==> config.mk <==
export PLATFORM = sky130hd
export DESIGN_NAME = sprite_blitter_flat
export DESIGN_NICKNAME = d
export VERILOG_FILES = /design/src/rtl/sprite_blitter_if.sv /design/src/rtl/sprite_blitter.sv /design/src/flat_wrapper.sv
export SDC_FILE = /design/constraint.sdc
export NUM_CORES = 1
export LEC_CHECK = 0
export CAP_MARGIN = 20
export CORE_MARGIN = 8
export CORE_UTILIZATION = 40
export CTS_CLUSTER_SIZE = 40
export DETAILED_ROUTE_END_ITERATION = 8
export MAX_ROUTING_LAYER = met4
export PLACE_DENSITY = 0.74
export SETUP_SLACK_MARGIN = 0.4
export SYNTH_ARGS = -nofsm -noshare
export SYNTH_HDL_FRONTEND = slang
export SYNTH_SLANG_ARGS = --single-unit
==> constraint.sdc <==
create_clock -name clk -period 4.1 [get_ports clk]
set_input_delay 0.41 -clock clk [delete_from_list [all_inputs] [get_ports clk]]
set_output_delay 0.41 -clock clk [all_outputs]
set_load 0.02 [all_outputs]
==> src/rtl/sprite_blitter_if.sv <==
// Bus bundle for sprite_blitter: CPU draw request/status, RAM read port and VRAM pixel port.
// The master modport is the blitter itself; slave is the surrounding CPU/RAM/VRAM side.
interface sprite_blitter_if #(
  parameter int ADDR_W = 12,
  parameter int HPOS_W = 7,
  parameter int VPOS_W = 6
);
  logic              start;
  logic [7:0]        x;
  logic [7:0]        y;
  logic [3:0]        n;
  logic [ADDR_W-1:0] base;
  logic              busy;
  logic              done;
  logic              collision;

  logic [ADDR_W-1:0] mem_addr;
  logic              mem_rd;
  logic [7:0]        mem_dout;

  logic [HPOS_W-1:0] vram_hpos;
  logic [VPOS_W-1:0] vram_vpos;
  logic [1:0]        vram_pixelo;
  logic [1:0]        vram_pixeli;
  logic              vram_we;

  modport master (
    input  start, x, y, n, base, mem_dout, vram_pixelo,
    output busy, done, collision, mem_addr, mem_rd,
           vram_hpos, vram_vpos, vram_pixeli, vram_we
  );

  modport slave (
    output start, x, y, n, base, mem_dout, vram_pixelo,
    input  busy, done, collision, mem_addr, mem_rd,
           vram_hpos, vram_vpos, vram_pixeli, vram_we
  );
endinterface

==> src/rtl/sprite_blitter.sv <==
// XOR sprite draw engine (DXYN / DXY0): fetches sprite bytes from RAM and read-modify-writes
// a 2-bit VRAM. Define SPRITE_WRAP_EN to wrap off-edge pixels; otherwise they are clipped.
module sprite_blitter #(
  parameter int ADDR_W = 12,
  parameter int HPOS_W = 7,
  parameter int VPOS_W = 6
) (
  input  logic             clk,
  input  logic             rst_n,
  sprite_blitter_if.master bus
);
  typedef enum logic [2:0] {
    S_IDLE,
    S_FETCH,
    S_WAIT,
    S_PIXEL,
    S_DONE
  } state_t;

  state_t            state_q, state_d;
  logic [HPOS_W-1:0] x0_q, x0_d;
  logic [VPOS_W-1:0] y0_q, y0_d;
  logic [3:0]        n_q, n_d;
  logic [ADDR_W-1:0] base_q, base_d;
  logic [3:0]        row_q, row_d;
  logic              half_q, half_d;
  logic [2:0]        col_q, col_d;
  logic [7:0]        shreg_q, shreg_d;
  logic              collision_q, collision_d;

  logic              wide;
  logic              last_row;
  logic              last_half;
  logic [4:0]        byte_idx;
  logic [ADDR_W-1:0] fetch_addr;
  logic [HPOS_W:0]   col_sum;
  logic [VPOS_W:0]   row_sum;
  logic              on_screen;
  logic              pixel_set;

  // Geometry: n==0 selects the 16x16 sprite, whose rows are two bytes (hi byte first).
  always_comb begin
    wide       = (n_q == 4'd0);
    last_row   = (row_q == n_q - 4'd1);
    last_half  = !wide || half_q;
    byte_idx   = wide ? {row_q, half_q} : {1'b0, row_q};
    fetch_addr = base_q + ADDR_W'(byte_idx);
    col_sum    = {1'b0, x0_q} + (HPOS_W+1)'({half_q, col_q});
    row_sum    = {1'b0, y0_q} + (VPOS_W+1)'(row_q);
`ifdef SPRITE_WRAP_EN
    on_screen  = 1'b1;
`else
    on_screen  = !col_sum[HPOS_W] && !row_sum[VPOS_W];
`endif
    pixel_set  = (bus.vram_pixelo != 2'b00);
  end

  always_ff @(posedge clk or negedge rst_n) begin
    if (!rst_n) begin
      state_q     <= S_IDLE;
      x0_q        <= '0;
      y0_q        <= '0;
      n_q         <= '0;
      base_q      <= '0;
      row_q       <= '0;
      half_q      <= 1'b0;
      col_q       <= '0;
      shreg_q     <= '0;
      collision_q <= 1'b0;
    end else begin
      state_q     <= state_d;
      x0_q        <= x0_d;
      y0_q        <= y0_d;
      n_q         <= n_d;
      base_q      <= base_d;
      row_q       <= row_d;
      half_q      <= half_d;
      col_q       <= col_d;
      shreg_q     <= shreg_d;
      collision_q <= collision_d;
    end
  end

  always_comb begin
    state_d     = state_q;
    x0_d        = x0_q;
    y0_d        = y0_q;
    n_d         = n_q;
    base_d      = base_q;
    row_d       = row_q;
    half_d      = half_q;
    col_d       = col_q;
    shreg_d     = shreg_q;
    collision_d = collision_q;

    bus.busy        = 1'b0;
    bus.done        = 1'b0;
    bus.collision   = collision_q;
    bus.mem_addr    = '0;
    bus.mem_rd      = 1'b0;
    bus.vram_hpos   = '0;
    bus.vram_vpos   = '0;
    bus.vram_pixeli = 2'b00;
    bus.vram_we     = 1'b0;

    unique case (state_q)
      S_IDLE: begin
        if (bus.start) begin
          x0_d        = HPOS_W'(bus.x);
          y0_d        = VPOS_W'(bus.y);
          n_d         = bus.n;
          base_d      = bus.base;
          row_d       = '0;
          half_d      = 1'b0;
          col_d       = '0;
          collision_d = 1'b0;
          state_d     = S_FETCH;
        end
      end

      S_FETCH: begin
        bus.busy     = 1'b1;
        bus.mem_rd   = 1'b1;
        bus.mem_addr = fetch_addr;
        state_d      = S_WAIT;
      end

      S_WAIT: begin
        bus.busy = 1'b1;
        shreg_d  = bus.mem_dout;
        col_d    = '0;
        state_d  = S_PIXEL;
      end

      S_PIXEL: begin
        bus.busy      = 1'b1;
        bus.vram_hpos = HPOS_W'(col_sum);
        bus.vram_vpos = VPOS_W'(row_sum);
        // Clipped pixels still burn their cycle so draw time is geometry-independent.
        if (shreg_q[7] && on_screen) begin
          bus.vram_we     = 1'b1;
          bus.vram_pixeli = pixel_set ? 2'b00 : 2'b11;
          if (pixel_set) begin
            collision_d = 1'b1;
          end
        end
        shreg_d = {shreg_q[6:0], 1'b0};
        col_d   = col_q + 3'd1;
        if (col_q == 3'd7) begin
          if (last_row && last_half) begin
            state_d = S_DONE;
          end else begin
            state_d = S_FETCH;
            if (wide && !half_q) begin
              half_d = 1'b1;
            end else begin
              half_d = 1'b0;
              row_d  = row_q + 4'd1;
            end
          end
        end
      end

      S_DONE: begin
        bus.done = 1'b1;
        state_d  = S_IDLE;
      end

      default: begin
        state_d = S_IDLE;
      end
    endcase
  end
endmodule

==> src/flat_wrapper.sv <==
// flat-port wrapper written by rule: the top's interface ports become plain ports
module sprite_blitter_flat 
#(
  parameter int ADDR_W = 12,
  parameter int HPOS_W = 7,
  parameter int VPOS_W = 6
)
  (clk, rst_n, bus_start, bus_x, bus_y, bus_n, bus_base, bus_mem_dout, bus_vram_pixelo, bus_busy, bus_done, bus_collision, bus_mem_addr, bus_mem_rd, bus_vram_hpos, bus_vram_vpos, bus_vram_pixeli, bus_vram_we);
  sprite_blitter_if #(.ADDR_W(ADDR_W), .HPOS_W(HPOS_W), .VPOS_W(VPOS_W)) bus_i ();
  input  logic clk;
  input  logic rst_n;
  input wire logic [$bits(bus_i.start)-1:0] bus_start;
  input wire logic [$bits(bus_i.x)-1:0] bus_x;
  input wire logic [$bits(bus_i.y)-1:0] bus_y;
  input wire logic [$bits(bus_i.n)-1:0] bus_n;
  input wire logic [$bits(bus_i.base)-1:0] bus_base;
  input wire logic [$bits(bus_i.mem_dout)-1:0] bus_mem_dout;
  input wire logic [$bits(bus_i.vram_pixelo)-1:0] bus_vram_pixelo;
  output wire logic [$bits(bus_i.busy)-1:0] bus_busy;
  output wire logic [$bits(bus_i.done)-1:0] bus_done;
  output wire logic [$bits(bus_i.collision)-1:0] bus_collision;
  output wire logic [$bits(bus_i.mem_addr)-1:0] bus_mem_addr;
  output wire logic [$bits(bus_i.mem_rd)-1:0] bus_mem_rd;
  output wire logic [$bits(bus_i.vram_hpos)-1:0] bus_vram_hpos;
  output wire logic [$bits(bus_i.vram_vpos)-1:0] bus_vram_vpos;
  output wire logic [$bits(bus_i.vram_pixeli)-1:0] bus_vram_pixeli;
  output wire logic [$bits(bus_i.vram_we)-1:0] bus_vram_we;
  assign bus_i.start = bus_start;
  assign bus_i.x = bus_x;
  assign bus_i.y = bus_y;
  assign bus_i.n = bus_n;
  assign bus_i.base = bus_base;
  assign bus_i.mem_dout = bus_mem_dout;
  assign bus_i.vram_pixelo = bus_vram_pixelo;
  assign bus_busy = bus_i.busy;
  assign bus_done = bus_i.done;
  assign bus_collision = bus_i.collision;
  assign bus_mem_addr = bus_i.mem_addr;
  assign bus_mem_rd = bus_i.mem_rd;
  assign bus_vram_hpos = bus_i.vram_hpos;
  assign bus_vram_vpos = bus_i.vram_vpos;
  assign bus_vram_pixeli = bus_i.vram_pixeli;
  assign bus_vram_we = bus_i.vram_we;
  sprite_blitter #(.ADDR_W(ADDR_W), .HPOS_W(HPOS_W), .VPOS_W(VPOS_W)) u_core (.clk(clk), .rst_n(rst_n), .bus(bus_i));
endmodule
==> results of run 1 <==
## power by group through the flow
| stage | registers, uW | clock network (uW) | logic, uW |
|---|---|---|---|
| global placement | 806 | 0 | 1550 |
| global route | 834 | 310 | 1780 |
| floorplan | 763 | 0 | 1050 |
| detailed placement | 815 | 0 | 1590 |
| CTS | 804 | 294 | 1590 |
| finish | 809 | 281 | 1610 |
## metrics by stage
stage	hold slack (ps)	cells	power [uW]
3_5_place_dp	471	473	2400
3_3_place_gp	462	473	2350
4_1_cts	239	482	2690
6_report	190	483	2700
2_1_floorplan	114	304	1810
5_1_grt	263	483	2920
## kinds of logic after synthesis
kind of cell    share of synthesized area
simple gates                        0.161
mux                                 0.132
fa+ha+maj                          0.0961
compound gates                      0.132
xor+xnor                           0.0472
buf+inv                            0.0351
flops                               0.396
## layout make-up
type                    instances  area (um^2)  share of cell area
inverters                      15         56.3              0.0139
flip-flops and latches         49         1230               0.302
repair buffers                 81          761               0.187
clock buffers                   6         72.6              0.0179
clock inverters                 2         10.0             0.00246
multi-input cells             228         1810               0.446
well taps                     102          128              0.0314
## worst max-delay path: cells and delay by family, from the launching register on
family          cells  cell delay [ps]
buf+inv             3              400
simple gates        3              920
mux                 1              350
compound gates      2              320
flops               1              400
fa+ha+maj           2              430
## registers in the layout (all words and copies together), names as in the netlist
signal and cells:
u_core.half_q 1, u_core.n_q 4, u_core.state_q 3, u_core.shreg_q 8
u_core.row_q 4, u_core.base_q 12, u_core.col_q 3, u_core.y0_q 6
u_core.x0_q 7, u_core.bus.collision 1
## how the worst min path moves through the flow
| stage | cells past startpoint | to | from |
|---|---|---|---|
| 2_1_floorplan | 0 | u_core.base_q[0]$_DFFE_PN0P_ | rst_n |
| 3_3_place_gp | 2 | u_core.shreg_q[6]$_DFFE_PN0P_ | u_core.shreg_q[6]$_DFFE_PN0P_ |
| 3_5_place_dp | 2 | u_core.shreg_q[4]$_DFFE_PN0P_ | u_core.shreg_q[4]$_DFFE_PN0P_ |
| 4_1_cts | 2 | u_core.col_q[1]$_DFFE_PN0P_ | rst_n |
| 5_1_grt | 2 | u_core.y0_q[2]$_DFFE_PN0P_ | rst_n |
| 6_report | 2 | u_core.base_q[11]$_DFFE_PN0P_ | rst_n |
## placed cells by master (no fill, tap or decap), types with 3 or more instances in the layout
cell	count
clkdlybuf4s50_1	64
dfrtp_1	49
mux2_2	28
nand2_1	23
nor2_1	19
o21ai_0	19
ha_1	17
inv_1	13
a21oi_1	11
buf_4	10
a21o_1	8
xnor2_1	8
mux2i_1	8
and2_1	6
nand3_1	6
xor2_1	5
clkbuf_8	5
nand3b_1	4
nor3_1	4
nand2b_1	4
a22o_1	4
nor3b_1	3
nor2b_1	3
or4_1	3
a211oi_1	3
buf_2	3
## metal layers
metal	wire length, um	global-route usage	vias up
li1	-	-	1231
met1	3290	0.156	1229
met2	3520	0.234	52
met3	297	0.0353	8
met4	74	0.0362	0
met5	0	-	-
## timing repair
action	CTS	global route
gates resized for setup	19	23
pin swaps	0	2
hold endpoints to repair	0	0
buffers inserted	1	1
setup endpoints to repair	8	7
==> results by group, run 1 <==
Worst setup path
  • WP data required: between 3000 and 4000 ps
  • CP max FO: 6
  • Crit path from: u_core.n_q[0]$_DFFE_PN0P_
  • Reg2reg start: u_core.state_q[0]$_DFFE_PN0P_
  • End point of the critical path: bus_mem_addr[5]
  • Worst reg2reg path depth: 4
  • Worst Path Class, Setup: flop to output pin
  • Slowest cell on the critical path: or4b_2
  • Worst path cell trace: inv_2 > ha_1 > nor3b_4 > buf_6 > mux2_2 > ha_4 > a21o_1 > a21oi_1 > or4b_2 > nand3_1 > clkbuf_2
  • R2R Setup Slk: about 1700 ps
  • Worst path max stage delay: around 610 ps
  • CP startpoint kind: flop
  • Reg2reg end: u_core.x0_q[3]$_DFFE_PN0P_
  • CP endpoint kind: output pin
  • CP arrival: around 3100 ps

STA
  • F_max: between 0.2 and 0.3 GHz
  • Final min period: around 3500 ps
  • Clk_skew: between 3 and 4 ps
  • Relative slew slack: 0.363
  • Setup_tns: 0 ps
  • Setup ws final: 558 ps
  • Worst slew pin tran: 954 ps
  • Period Utilization, post-route: 0.864
  • RSZ-0062 raised after global routing: no
  • Final Setup Violations: 0
  • Final Hold Vio Count: 0
  • Final slew viol count: 0

Clock network
  • Clock Sinks: 49
  • Clock transition at path regs: 90 ps
  • Clock Tree Root: clkbuf_8
  • Hold Buf Count CTS: 0
  • Total CTS buffers: 5
  • CTS tree: built
  • CTS H-tree lvls: 2
  • Clock Path Buffers: 2
  • Worst skew pair latency: 300 ps

Die
  • Chip height: roughly 100 um
  • Initial Util: 0.407
  • Overall die area: around 11000 um^2
  • Core Footprint: about 7600 um^2
  • Die width: roughly 100 um
  • Io pins: 77
  • Placement Rows: 32

Pwr
  • Max IR drop VDD: around 0.22 mV
  • PwrDens: 664 nW/um^2
  • Psw: ~1100 uW
  • Pint: roughly 1600 uW
  • Combinational share of power: 0.596
  • Static Leak: 0.00183 uW
  • Sw frac: 0.420
  • Part of the power in the clock network: 0.104
  • Flop pwr share: 0.300

Layout
  • Layout Nets: around 450
  • Util after Layout: 0.534
  • Area growth, synth to finish: 31.2%
  • Fraction of layout cells with a size suffix above 1: 0.184
  • Post-Layout Inst Area: just over 4000 um^2
  • Ant. Diodes: 0
  • # fillers: about 680

Global routing
  • Largest net degree at the start of global routing: 50
  • First-pass GRT wire length: ~12000 um
  • GRT Resource Usage Total: 0.137
  • Initial antenna violation count: 0
  • Gr ovfl total: 0
  • Vias in the first global route: ~2.7k

Logic synthesis
  • Number of synthesized register bits: 49
  • Share of the synthesized area in the top cell type: 0.396
  • Register area share after synthesis: 0.396
  • Synth top area cells: dfrtp_1 40%, mux2_2 10%, ha_1 7.7%
  • Yosys warning count: 0
  • Async SR Flop Fraction: 1.00
  • Synth area leader: dfrtp_1
  • Post-synth top flop: dfrtp_1
  • Most common cell in the netlist: dfrtp_1
  • Syn_area_per_cell: between 10 and 15 um^2
  • Yosys cell types: between 40 and 50
  • EDFF count, synth: 0
  • Top cells by count, synth: 49 x dfrtp_1, 28 x mux2_2, 23 x nand2_1
  • Post-synth net total: 371
  • Post-Syn Area: roughly 3100 um^2
  • Synthesized instance count: 304

Placement
  • Port Buffer Count: 73
  • Placer Congestion: 0.774
  • Placed Area: ~3900 um^2
  • DP Worst Slack: 250 ps
  • Dpl hpwl: 5300 um

Detailed routing
  • Vias per cell: ~5.2
  • Iteration-0 DRC Markers: 68
  • Drt pass-1 iters: 5
  • Antenna Nets Post-Route: 0
  • Wire length per cell: 14.9 um
  • Via count: between 2k and 3k
  • Drt drc: 0
  • Drt total wl: 7170 um

Run status
  • Status: finished clean

Worst hold path
  • Worst min path class: primary input to asynchronous set/reset pin

Job
  • Max_cap viols: 0
No activity file was read; power rests on OpenSTA's default activity.
==> run 2: changes to the inputs <==
--- a/config.mk
+++ b/config.mk
@@ -12,6 +12,7 @@
 export DETAILED_ROUTE_END_ITERATION = 8
 export MAX_ROUTING_LAYER = met4
 export PLACE_DENSITY = 0.74
+export REMOVE_ABC_BUFFERS = 1
 export SETUP_SLACK_MARGIN = 0.4
 export SYNTH_ARGS = -nofsm -noshare
 export SYNTH_HDL_FRONTEND = slang
==> run 2 against run 1 <==
Effect of this change: setup slack improved by 3.5 ps; register-to-register slack got worse by 40 ps; die area stayed put; critical endpoint unchanged.
==> results by group, run 2 (synthesized netlist as in run 1, its figures left out) <==
STA
  • F_max: 0.283 GHz (about the same)
  • Relative slew slack: 0.357 (-0.00622)
  • Final min period: 3540 ps (-3.47 ps)
  • Setup_tns: 0 ps (unchanged)
  • RSZ-0062 raised after global routing: yes
  • Final slew viol count: 0 (unchanged)
  • Fin Hold WS: 94.3 ps (-95.5 ps)
  • Setup ws final: 562 ps (+3.47 ps)
  • Final Setup Violations: 0 (unchanged)
  • Final Hold Vio Count: 0 (unchanged)
  • Worst slew pin tran: 963 ps (+9.30 ps)
  • Clk_skew: 7.60 ps (+3.78 ps)
  • Period Utilization, post-route: 0.863 (about the same)

Die
  • Core Footprint: 7610 um^2 (unchanged)
  • Placement Rows: 32 (unchanged)
  • Initial Util: 0.407 (unchanged)
  • Io pins: 77 (unchanged)
  • Overall die area: 10800 um^2 (unchanged)
  • Chip height: 104 um (unchanged)
  • Die width: 104 um (unchanged)

Worst setup path
  • Worst Path Class, Setup: flop to output pin
  • Worst path max stage delay: 610 ps (about the same)
  • WP data required: 3690 ps (about the same)
  • Slowest cell on the critical path: or4b_2
  • Dominant delay contributor by cell family on the critical path: simple AND/OR/NAND/NOR gates
  • CP Buf/Inv Count: 3 (unchanged)
  • CP endpoint kind: output pin
  • CP arrival: 3130 ps (about the same)
  • Top cell by count, worst path: ha_1
  • Worst path cell trace: inv_2 > ha_1 > nor3b_4 > buf_6 > mux2_2 > ha_1 > a21o_1 > a21oi_1 > or4b_2 > nand3_1 > buf_2
  • CP max FO: 6 (unchanged)
  • CP startpoint kind: flop

Detailed routing
  • Drt drc: 0 (unchanged)
  • Drt total wl: 7240 um (+0.88%)
  • Wire length per cell: 15.0 um (+0.67%)
  • Vias per cell: 5.18 (-0.76%)
  • Via count: 2506 (-0.56%)
  • Drt pass-1 iters: 4 (-1)
  • Iteration-0 DRC Markers: 60 (-12%)
  • Antenna Nets Post-Route: 0 (unchanged)

Layout
  • Most frequent cells in the layout: 61 x clkdlybuf4s50_1, 49 x dfrtp_1, 28 x mux2_2
  • Fraction of layout cells with a size suffix above 1: 0.181 (-0.00310)
  • Top Registers: u_core.base_q (12), u_core.shreg_q (8), u_core.x0_q (7)
  • Ant. Diodes: 0 (unchanged)
  • Area growth, synth to finish: 32.9%
  • Biggest register: u_core.base_q
  • Max reg flops: 12 (unchanged)
  • Layout Nets: 448 (+0.22%)
  • Util after Layout: 0.541 (+0.00691)
  • Most common cell after layout, fill and taps aside: clkdlybuf4s50_1

Global routing
  • Vias in the first global route: 2635 (-2.9%)
  • Gr ovfl total: 0 (unchanged)
  • Largest net degree at the start of global routing: 37 (-26%)
  • GRT Resource Usage Total: 0.139 (+0.00163)
  • Initial antenna violation count: 0 (unchanged)
  • First-pass GRT wire length: 12400 um (+0.56%)

Placement
  • Port Buffer Count: 73 (unchanged)
  • DP Worst Slack: 226 ps (-24.6 ps)
  • Dpl hpwl: 5480 um (+3.5%)
  • Placer Congestion: 0.754 (-2.6%)

Clock network
  • Clock transition at path regs: 90 ps (about the same)
  • Clock Sinks: 49 (unchanged)
  • Hold Buf Count CTS: 0 (unchanged)
  • Clock Tree Root: clkbuf_8
  • CTS H-tree lvls: 2 (unchanged)
  • Worst skew pair latency: 300 ps (about the same)
  • Total CTS buffers: 5 (unchanged)
  • Clock Path Buffers: 2 (unchanged)
  • CTS tree: built

Pwr
  • PwrDens: 683 nW/um^2 (+2.7%)
  • Total power draw: 2810 uW (+4.1%)
  • Static Leak: 0.00192 uW (+4.7%)
  • Max IR drop VDD: 0.242 mV (+8.9%)

Job
  • Max_cap viols: 0 (unchanged)

Run status
  • Status: finished clean

Worst hold path
  • Worst min path class: primary input to asynchronous set/reset pin
==> run 2: cell count changes in the layout (fill, tap and decap cells not counted), moves of 2 or more <==
cell / delta
buf_4: -2
clkdlybuf4s50_1: -3
ha_1: +2
dlymetal6s2s_1: +3
bufinv_16: +2
==> run 2: metal layers <==
layer,vias up,routed length (um),share of wire,GRT usage
li1,1239,-,-,-
met1,1202,3280,0.45,0.161
met2,60,3530,0.49,0.232
met3,5,380,0.053,0.0415
met4,0,51,0.0070,0.0279
met5,-,0,0,-
==> run 2: final cells by class <==
class                   instances  area, um^2
clock inverters                 3        65.1
fillers                       702        3490
inverters                      15        56.3
clock buffers                   5        68.8
repair buffers                 82         783
well taps                     102         128
flip-flops and latches         49        1230
multi-input cells             228        1790
==> run 2: path summary, 6_finish.rpt <==
path	startpoint	endpoint	slack, ps	depth (start not counted)
max in group asynchronous	rst_n	u_core.row_q[2]$_DFFE_PN0P_	3470	2
min	rst_n	u_core.base_q[6]$_DFFE_PN0P_	90	1
min in group clk	u_core.shreg_q[6]$_DFFE_PN0P_	u_core.shreg_q[6]$_DFFE_PN0P_	490	2
max reg2reg	u_core.state_q[0]$_DFFE_PN0P_	u_core.base_q[9]$_DFFE_PN0P_	1700	4
max	u_core.n_q[0]$_DFFE_PN0P_	bus_mem_addr[5]	560	11
min reg2reg	u_core.shreg_q[6]$_DFFE_PN0P_	u_core.shreg_q[6]$_DFFE_PN0P_	490	2
==> run 2: what timing repair did <==
item                                    4_1_cts  5_1_grt
resized for setup                            20       19
buffers inserted                              0        4
endpoints found under the setup margin        8        9
hold endpoints to repair                      0        0
cloned                                        0        0
pin swaps                                     0        2
==> run 2: through the flow <==
step,area [um^2],std cells
floorplan,3050,292
global placement,3930,471
detailed placement,3950,472
CTS,4090,480
global route,4120,484
finish,4120,484
==> run 2: worst reg2reg max path: stages (launching register included) <==
cell and delay (ps):
dfrtp_1 630, nor2_1 310, nand2_1 160, nor2_4 760, mux2_2 430
==> run 2: report_power, final <==
| group | switching, uW | total [uW] | internal, uW |
|---|---|---|---|
| Sequential | 184 | 819 | 635 |
| Combinational | 784 | 1580 | 800 |
| Clock | 165 | 408 | 242 |
==> run 3: changes to the inputs <==
--- a/config.mk
+++ b/config.mk
@@ -8,10 +8,11 @@
 export CAP_MARGIN = 20
 export CORE_MARGIN = 8
 export CORE_UTILIZATION = 40
+export CTS_BUF_LIST = sky130_fd_sc_hd__clkbuf_2
 export CTS_CLUSTER_SIZE = 40
 export DETAILED_ROUTE_END_ITERATION = 8
 export MAX_ROUTING_LAYER = met4
-export PLACE_DENSITY = 0.74
+export PLACE_DENSITY = 0.77
 export REMOVE_ABC_BUFFERS = 1
 export SETUP_SLACK_MARGIN = 0.4
 export SYNTH_ARGS = -nofsm -noshare
==> constraint.sdc (replaced) <==
create_clock -name clk -period 3 [get_ports clk]
set_input_delay 0.3 -clock clk [delete_from_list [all_inputs] [get_ports clk]]
set_output_delay 0.3 -clock clk [all_outputs]
set_load 0.02 [all_outputs]
==> run 3 against run 2 <==
Effect of this change: the flow now finishes with violations (negative setup slack); core utilization is 7.0 points higher; via count up 7.7%; critical path depth grew 2; sequential share of layout area fell by 3.4 points; cell area grew 13%; critical endpoint is now bus_mem_addr[9]; largest cell class unchanged; largest power group unchanged.
==> results by group, run 3 (synthesized netlist as in run 1, its figures left out) <==
Pwr
  • Total power draw: 4220 uW (+50%)
  • Static Leak: 0.00213 uW (+11%)
  • Flop pwr share: 0.248 (-0.043)
  • Pint: 2430 uW (+45%)
  • Part of the power in the clock network: 0.086 (-0.059)
  • PwrDens: 907 nW/um^2 (+33%)
  • Max IR drop VDD: 0.359 mV (+48%)
  • Combinational share of power: 0.666 (+0.102)
  • Sw frac: 0.424 (+0.0211)
  • Psw: 1790 uW (+58%)

Worst setup path
  • Worst path max stage delay: 480 ps (-130 ps)
  • Worst reg2reg path depth: 6 (+2)
  • CP Buf/Inv Count: 4 (+1)
  • CP arrival: 3200 ps (+70 ps)
  • WP data required: 2700 ps (-990 ps)
  • Worst Path Class, Setup: flop to output pin
  • CP startpoint kind: flop
  • R2R Setup Slk: 910 ps (-790 ps)
  • Worst path cell trace: inv_2 > ha_4 > nor3b_4 > buf_4 > mux2_4 > ha_4 > a21o_1 > a21o_4 > a211oi_4 > buf_4 > or4_4 > nand2_2 > buf_6
  • Reg2reg start: u_core.state_q[0]$_DFFE_PN0P_
  • CP max FO: 5 (-1)
  • Dominant delay contributor by cell family on the critical path: simple AND/OR/NAND/NOR gates
  • Reg2reg end: u_core.n_q[3]$_DFFE_PN0P_
  • Slowest cell on the critical path: or4_4
  • CP endpoint kind: output pin
  • Crit path from: u_core.n_q[0]$_DFFE_PN0P_

Detailed routing
  • Drt pass-1 iters: 4 (unchanged)
  • Antenna Nets Post-Route: 0 (unchanged)
  • Drt total wl: 8390 um (+16%)
  • Iteration-0 DRC Markers: 171 (+190%)
  • Drt drc: 0 (unchanged)
  • Via count: 2699 (+7.7%)
  • Wire length per cell: 15.9 um (+6.1%)
  • Vias per cell: 5.10 (-1.5%)

Layout
  • Util after Layout: 0.612 (+0.0702)
  • Biggest register: u_core.base_q
  • Multi-input logic area: 2030 um^2 (+14%)
  • Max reg flops: 12 (unchanged)
  • Register Area: 1230 um^2 (unchanged)
  • Layout Nets: 493 (+10%)
  • Most frequent cells in the layout: 57 x buf_4, 49 x dfrtp_1, 44 x clkdlybuf4s50_1
  • Ant. Diodes: 0 (unchanged)
  • Area growth, synth to finish: 50.1%
  • Most common cell after layout, fill and taps aside: buf_4
  • Fraction of layout cells with a size suffix above 1: 0.386 (+0.206)
  • # fillers: 650 (-7.4%)
  • Top Registers: u_core.base_q (12), u_core.shreg_q (8), u_core.x0_q (7)

Clock network
  • CTS H-tree lvls: 2 (unchanged)
  • Clock transition at path regs: 260 ps (+170 ps)
  • Clock Sinks: 49 (unchanged)
  • Clock Tree Root: clkbuf_2
  • CTS tree: built
  • Total CTS buffers: 5 (unchanged)
  • Clock Path Buffers: 2 (unchanged)
  • Worst skew pair latency: 450 ps (+150 ps)

STA
  • RSZ-0062 raised after global routing: yes
  • Worst slew pin tran: 517 ps (-446 ps)
  • Final Setup Violations: 9 (+9)
  • Final Hold Vio Count: 0 (unchanged)
  • Setup ws final: -505 ps (-1070 ps)
  • Final slew viol count: 0 (unchanged)
  • Relative slew slack: 0.655 (+0.298)
  • F_max: about 0.29 GHz
  • Final min period: 3500 ps
  • Period Utilization, post-route: 1.17
  • Clk_skew: 25.7 ps (+18.1 ps)

Worst hold path
  • Worst min path class: primary input to asynchronous set/reset pin

Die
  • Chip height: 104 um (unchanged)
  • Overall die area: 10800 um^2 (unchanged)
  • Placement Rows: 32 (unchanged)
  • Core Footprint: 7610 um^2 (unchanged)
  • Initial Util: 0.407 (unchanged)
  • Die width: 104 um (unchanged)
  • Io pins: 77 (unchanged)

Run status
  • Failing checks: negative setup slack
  • Status: finished with violations

Placement
  • Placer Congestion: 0.770 (+2.1%)
  • Port Buffer Count: 73 (unchanged)
  • Dpl hpwl: 5640 um (+2.9%)

Global routing
  • Gr ovfl total: 0 (unchanged)
  • Initial antenna violation count: 0 (unchanged)
  • First-pass GRT wire length: 13900 um (+12%)
  • Vias in the first global route: 2916 (+11%)
  • Largest net degree at the start of global routing: 50 (+35%)
  • GRT Resource Usage Total: 0.158 (+0.0198)

Job
  • Max_cap viols: 0 (unchanged)
[run 3: changes by cell type in the layout (fill, tap and decap cells not counted), sizes merged]
cell / delta
dlygate4sd3: +1
clkdlybuf4s50: -17
dlygate4sd2: +3
bufinv: -1
clkdlybuf4s15: +1
buf: +61
dlymetal6s2s: -3
[run 3: through the flow]
| stage | cells | hold WS (ps) | worst slack, ps | TNS, ps | cell area (um^2) |
|---|---|---|---|---|---|
| 2_1_floorplan | 292 | 4.41 | -197 | -445 | 3050 |
| 3_3_place_gp | 501 | 462 | -527 | -3690 | 4170 |
| 3_5_place_dp | 501 | 475 | -659 | -4870 | 4170 |
| 4_1_cts | 520 | 43.6 | -491 | -3700 | 4470 |
| 5_1_grt | 529 | 215 | -673 | -5500 | 4650 |
| 6_report | 529 | 244 | -505 | -3740 | 4650 |
[run 3: what timing repair did]
| action | 4_1_cts | 5_1_grt |
|---|---|---|
| hold endpoints to repair | 0 | 13 |
| pin swaps | 24 | 22 |
| setup buffers | 11 | 7 |
| endpoints found under the setup margin | 26 | 23 |
| hold buffers | 0 | 1 |
| resized for setup | 161 | 32 |
[run 3: routing by layer]
layer	vias to the layer above	GRT usage	part of all wire
li1	1330	-	-
met1	1294	0.176	0.43
met2	66	0.276	0.51
met3	9	0.0428	0.048
met4	0	0.0362	0.0089
met5	-	-	0
[run 3: power by group through the flow]
stage / combinational (uW) / sequential (uW) / clock [uW]
after global routing: 3070 / 1070 / 399
after detailed placement: 2440 / 1040 / 0
after floorplan: 1390 / 1060 / 0
final: 2810 / 1050 / 362
after global placement: 2370 / 1030 / 0
after CTS: 2600 / 1040 / 371
[run 3: worst max path at each step]
stage	to	slack [ps]	cells past startpoint
floorplan	bus_mem_addr[11]	-200	10
detailed placement	bus_mem_addr[8]	-660	15
finish	bus_mem_addr[9]	-500	13
CTS	bus_mem_addr[10]	-490	14
global placement	bus_mem_addr[8]	-530	15
global route	bus_mem_addr[9]	-670	13
[run 3: worst reg2reg max path, delay by kind of cell (launching register included)]
| family | cells | cell delay [ps] |
|---|---|---|
| DFF | 1 | 430 |
| and+or+nand+nor | 3 | 810 |
| muxes | 1 | 350 |
| buffers and inverters | 2 | 440 |
[run 3: cell type report]
| type | count | share of cell area |
|---|---|---|
| repair buffers | 127 | 0.246 |
| flip-flops and latches | 49 | 0.264 |
| well taps | 102 | 0.0274 |
| inverters | 15 | 0.0121 |
| clock buffers | 6 | 0.00646 |
| clock inverters | 2 | 0.00726 |
| multi-input cells | 228 | 0.437 |
